==> config.mk <==
export PLATFORM = sky130hd
export DESIGN_NAME = chacha_xor
export DESIGN_NICKNAME = d
export VERILOG_FILES = /design/src/rtl/chacha_xor.sv
export SDC_FILE = /design/constraint.sdc
export NUM_CORES = 1
export LEC_CHECK = 0
export CORE_MARGIN = 10
export CORE_UTILIZATION = 45
export CTS_BUF_LIST = sky130_fd_sc_hd__clkbuf_4
export DETAILED_ROUTE_END_ITERATION = 12
export PLACE_DENSITY = 0.95
export SETUP_SLACK_MARGIN = 0.2
export SLEW_MARGIN = 40
export SYNTH_ARGS = -nofsm -noshare
export SYNTH_HDL_FRONTEND = slang
export SYNTH_SLANG_ARGS = --single-unit
==> constraint.sdc <==
create_clock -name clk -period 3.6 [get_ports clk]
set_clock_uncertainty 0.15 [all_clocks]
set_input_delay 0.36 -clock clk [delete_from_list [all_inputs] [get_ports clk]]
set_output_delay 0.36 -clock clk [all_outputs]
set_load 0.02 [all_outputs]
==> src/rtl/chacha_xor.sv <==
// chacha_xor: XORs a plaintext byte stream with keystream bytes pulled from the chacha core
//   clk, rst             : clock, synchronous active-high reset
//   blk_ready, ks_in     : core has a block available / keystream byte at core read address
//   rd_blk               : advance core read address (ks_in consumed this cycle)
//   pt_valid/ready/data  : plaintext input stream
//   ct_valid/ready/data  : registered ciphertext output stream
//   ks_pos, blk_done     : next keystream index within block / one-cycle end-of-block pulse
//   CHACHA_XOR_LAST_EN   : adds pt_last/ct_last; the rest of a block after a last byte is discarded
module chacha_xor #(
   parameter int ADDR_W = 6
) (
   input  logic              clk,
   input  logic              rst,
   input  logic              blk_ready,
   input  logic [7:0]        ks_in,
   output logic              rd_blk,
   input  logic              pt_valid,
   input  logic [7:0]        pt_data,
   output logic              pt_ready,
`ifdef CHACHA_XOR_LAST_EN
   input  logic              pt_last,
   output logic              ct_last,
`endif
   output logic              ct_valid,
   output logic [7:0]        ct_data,
   input  logic              ct_ready,
   output logic [ADDR_W-1:0] ks_pos,
   output logic              blk_done
);
   typedef enum logic [1:0] {IDLE, STREAM, DONE, SKIP} state_t;
   state_t            state_q, state_d;
   logic [ADDR_W-1:0] ks_pos_q, ks_pos_d;
   logic              ct_valid_q, ct_valid_d;
   logic [7:0]        ct_data_q, ct_data_d;
   logic              fire, last_byte, last_in;
   assign last_byte = &ks_pos_q;
`ifdef CHACHA_XOR_LAST_EN
   logic ct_last_q, ct_last_d;
   assign last_in = pt_last;
   assign ct_last = ct_last_q;
`else
   assign last_in = 1'b0;
`endif
   always_ff @(posedge clk) begin
      if (rst) begin
         state_q    <= IDLE;
         ks_pos_q   <= '0;
         ct_valid_q <= 1'b0;
         ct_data_q  <= '0;
`ifdef CHACHA_XOR_LAST_EN
         ct_last_q  <= 1'b0;
`endif
      end else begin
         state_q    <= state_d;
         ks_pos_q   <= ks_pos_d;
         ct_valid_q <= ct_valid_d;
         ct_data_q  <= ct_data_d;
`ifdef CHACHA_XOR_LAST_EN
         ct_last_q  <= ct_last_d;
`endif
      end
   end
   always_comb begin
      state_d = state_q;
      case (state_q)
         IDLE:    if (blk_ready) state_d = STREAM;
         STREAM:  if (fire) state_d = last_byte ? DONE : last_in ? SKIP : STREAM;
`ifdef CHACHA_XOR_LAST_EN
         SKIP:    if (last_byte) state_d = DONE;
`endif
         DONE:    state_d = IDLE;
         default: state_d = IDLE;
      endcase
   end
   // A new byte may enter whenever the output register is empty or being drained.
   always_comb begin
      pt_ready = (state_q == STREAM) && (!ct_valid_q || ct_ready);
      fire     = pt_ready && pt_valid;
      rd_blk   = fire || (state_q == SKIP);
      blk_done = (state_q == DONE);
   end
   always_comb begin
      ks_pos_d   = rd_blk ? ks_pos_q + ADDR_W'(1) : ks_pos_q;
      ct_valid_d = fire || (ct_valid_q && !ct_ready);
      ct_data_d  = fire ? pt_data ^ ks_in : ct_data_q;
`ifdef CHACHA_XOR_LAST_EN
      ct_last_d  = fire ? pt_last : ct_last_q;
`endif
   end
   assign ct_valid = ct_valid_q;
   assign ct_data  = ct_data_q;
   assign ks_pos   = ks_pos_q;
endmodule
==> flow_metrics.tcl <==
set metrics [dict create \
    p_per_area_mw_per_mm2 322.4 \
    root_buffer "clkbuf_4" \
    worstSetupEndpointType "output pin" \
    post-route-drc-count 0 \
    syn-instance-count 85 \
    ff2ff_setup_slack_ns 1.80 \
    yosysTopAreaCell "dfxtp_1" \
    vdd_drop_max_uv 198.2 \
    crit_chain "clkdlybuf4s50_1 -> nor2b_4 -> o21ai_4 -> clkdlybuf4s50_1" \
    fp.dieW_um 63.32 \
    slew_viol_final 0 \
    slew_headroom_pct 60.79 \
    crit_path_frequent_cell "clkdlybuf4s50_1" \
    slowest_delay_ns 0.67 \
    vias 740 \
    grt_start_max_net_pins 22 \
    syn_area_per_cell_um2 9.936 \
    floorplan.initialDensity_pct 48.39 \
    dpl.hpwl_um 1727 \
    post-route-period-util_pct 66.22 \
    syn_to_final_growth_pct 48.89 \
    drt_iter0_drc 15 \
    dr.pass1.iters 4 \
    reg2regPathDepth 5 \
    grt_pass1_wl_um 3657 \
    core_region_area_mm2 0.001745 \
    path_clk_slew_ns 0.09 \
    reg2reg_from "ct_valid" \
    hold_path_class "primary input to register" \
    grt_pass1_vias 753 \
    final_nets 147 \
    antennaDiodeCount 0 \
    status "finished, final reports clean" \
    die_h_um 63.32 \
    vias_per_cell 4.966 \
    min_to "ks_pos[0]" \
    dpl_cell_area_mm2 0.001232 \
    finalSetupViolations 0 \
    cts_resized 0 \
    max_freq_mhz 419.5 \
    netlist_area_um2 844.6 \
    cp_max_fo 8 \
    synth_top_area_share_pct 40.30 \
    ctsLongestPathBuffers 2 \
    cts_tree "done" \
    fin_area_mm2 0.001257 \
    required_ns 3.09 \
    cts.hold.buffers_added 0 \
    arrival_ns 1.87 \
    htreeDepth 1 \
    synthTopCellsByArea "dfxtp_1, a211oi_2, xnor2_1, nor2_1, mux2_1" \
    rows 15 \
    drv_cap 0 \
    cts_buffers 3 \
    totalNegativeSetupSlack_ns 0 \
    start_kind "primary input" \
    hold_viol_final 0 \
    ys_seq_area_share_pct 40.30 \
    critical_path_class "primary input to output pin" \
    drive_gt1_share_pct 16.94 \
    antenna_found_initial 0 \
    critPathTopFamily "buffers and inverters" \
    gr-total-overflow 0 \
    fill_cells 140 \
    hold_depth 2 \
    wl_um 2119 \
    clkLatencyLatePin_ns 0.29 \
    cp_slowest_cell "clkdlybuf4s50_1" \
    r2r-end "ct_data[7]" \
    hp-start "rst" \
    fin_crit_ns 2.384 \
    ys_warn_count 0 \
    wl_per_cell_um 14.22 \
    cts_setup_buffers 0 \
    crit_buf_inv 2 \
    gr-usage-all-layers_pct 11.07 \
    p_leak_nw 0.4422 \
    die-area_mm2 0.004009 \
    syn-num-nets 107 \
    cts_sinks 17 \
    gp_congestion 0.6980 \
    rsz0062_at_grt "false" \
    worstMarginPinSlew_ns 0.5872 \
    ant_nets 0 \
    ys_types 25 \
    synth_seq_cells 17 \
    io_buffers 38 \
    ios 39 \
]
[layer usage]
metal	global-route usage, %	routed length (um)
met2	17.34	999
met4	4.918	32
met3	5.124	199
met5	0	0
met1	12.49	887
[layout make-up]
class	instances	area [um^2]	share of cell area (%)
clock buffers	4	30.03	2.388
multi-input cells	64	473.0	37.61
flip-flops and latches	17	340.3	27.06
well taps	25	31.28	2.488
repair buffers	39	382.9	30.45
[synthesized netlist by cell type, drive strengths merged]
| library cell | n |
|---|---|
| a211oi | 8 |
| nor2 | 20 |
| a21oi | 2 |
| o21ai | 2 |
| nand2 | 6 |
| a31o | 1 |
| ha | 1 |
| buf | 4 |
| nand2b | 1 |
| xnor2 | 9 |
| dfxtp | 17 |
| nor2b | 4 |
| nand4 | 2 |
| and2b | 1 |
| nor3b | 1 |
| nor4bb | 1 |
| nand3 | 1 |
| mux2i | 1 |
| mux2 | 3 |
[placed cells by master, fill, tap and decap left out]
cell type / instances
buf_4: 1
xnor2_1: 9
clkbuf_4: 4
mux2i_1: 1
buf_2: 1
mux2_2: 1
o21ai_4: 1
ha_1: 1
nor2_1: 20
a211oi_2: 8
nand2_2: 1
nand2b_1: 1
a21oi_1: 2
nor2b_1: 3
nor2b_4: 1
mux2_1: 2
nand4_1: 2
dfxtp_1: 17
o21ai_0: 1
nand3_1: 1
a31o_2: 1
nand2_1: 5
nor4bb_4: 1
clkdlybuf4s50_1: 37
nor3b_1: 1
and2b_2: 1
[where the power goes]
part           internal [W]  switching, W
clock             0.0000506     0.0000563
combinational     0.0000529     0.0000431
sequential         0.000197    0.00000600
[registers in the layout, summed over array words and instances, names as in the netlist]
register and flops:
ct_data 8, ct_valid 1, ks_pos 6, state_q 2
[cell families after synthesis]
logic type | count (synthesis) | synth area share (%)
buf+inv | 4 | 4.740
xor+xnor | 9 | 9.334
compound gates | 13 | 16.59
simple gates | 37 | 22.37
mux | 4 | 5.185
flops | 17 | 40.30
fa+ha+maj | 1 | 1.481
[through the flow]
| step | power [W] | utilization, % | std cells | hold WS (ns) | worst slack (ns) |
|---|---|---|---|---|---|
| floorplan | 0.0002580 | - | 85 | 0.3887 | 2.042 |
| global placement | 0.0003004 | 70.18 | 144 | 0.3656 | 1.204 |
| detailed placement | 0.0003049 | 70.61 | 145 | 0.3748 | 1.226 |
| CTS | 0.0004131 | 72.33 | 149 | 0.3881 | 1.215 |
| global route | 0.0004280 | 72.04 | 149 | 0.3528 | 1.161 |
| finish | 0.0004054 | 72.04 | 149 | 0.3356 | 1.216 |
[how the worst max path moves through the flow]
| stage | start | to | slack [ns] | cells after the start |
|---|---|---|---|---|
| 2_1_floorplan | ct_valid | pt_ready | 2.04 | 2 |
| 3_3_place_gp | ct_ready | ct_data[1] | 1.20 | 5 |
| 3_5_place_dp | ct_ready | rd_blk | 1.23 | 4 |
| 4_1_cts | ct_ready | rd_blk | 1.22 | 4 |
| 5_1_grt | ct_ready | rd_blk | 1.16 | 4 |
| 6_report | ct_ready | rd_blk | 1.22 | 4 |
(Power assumes the default switching activity.)
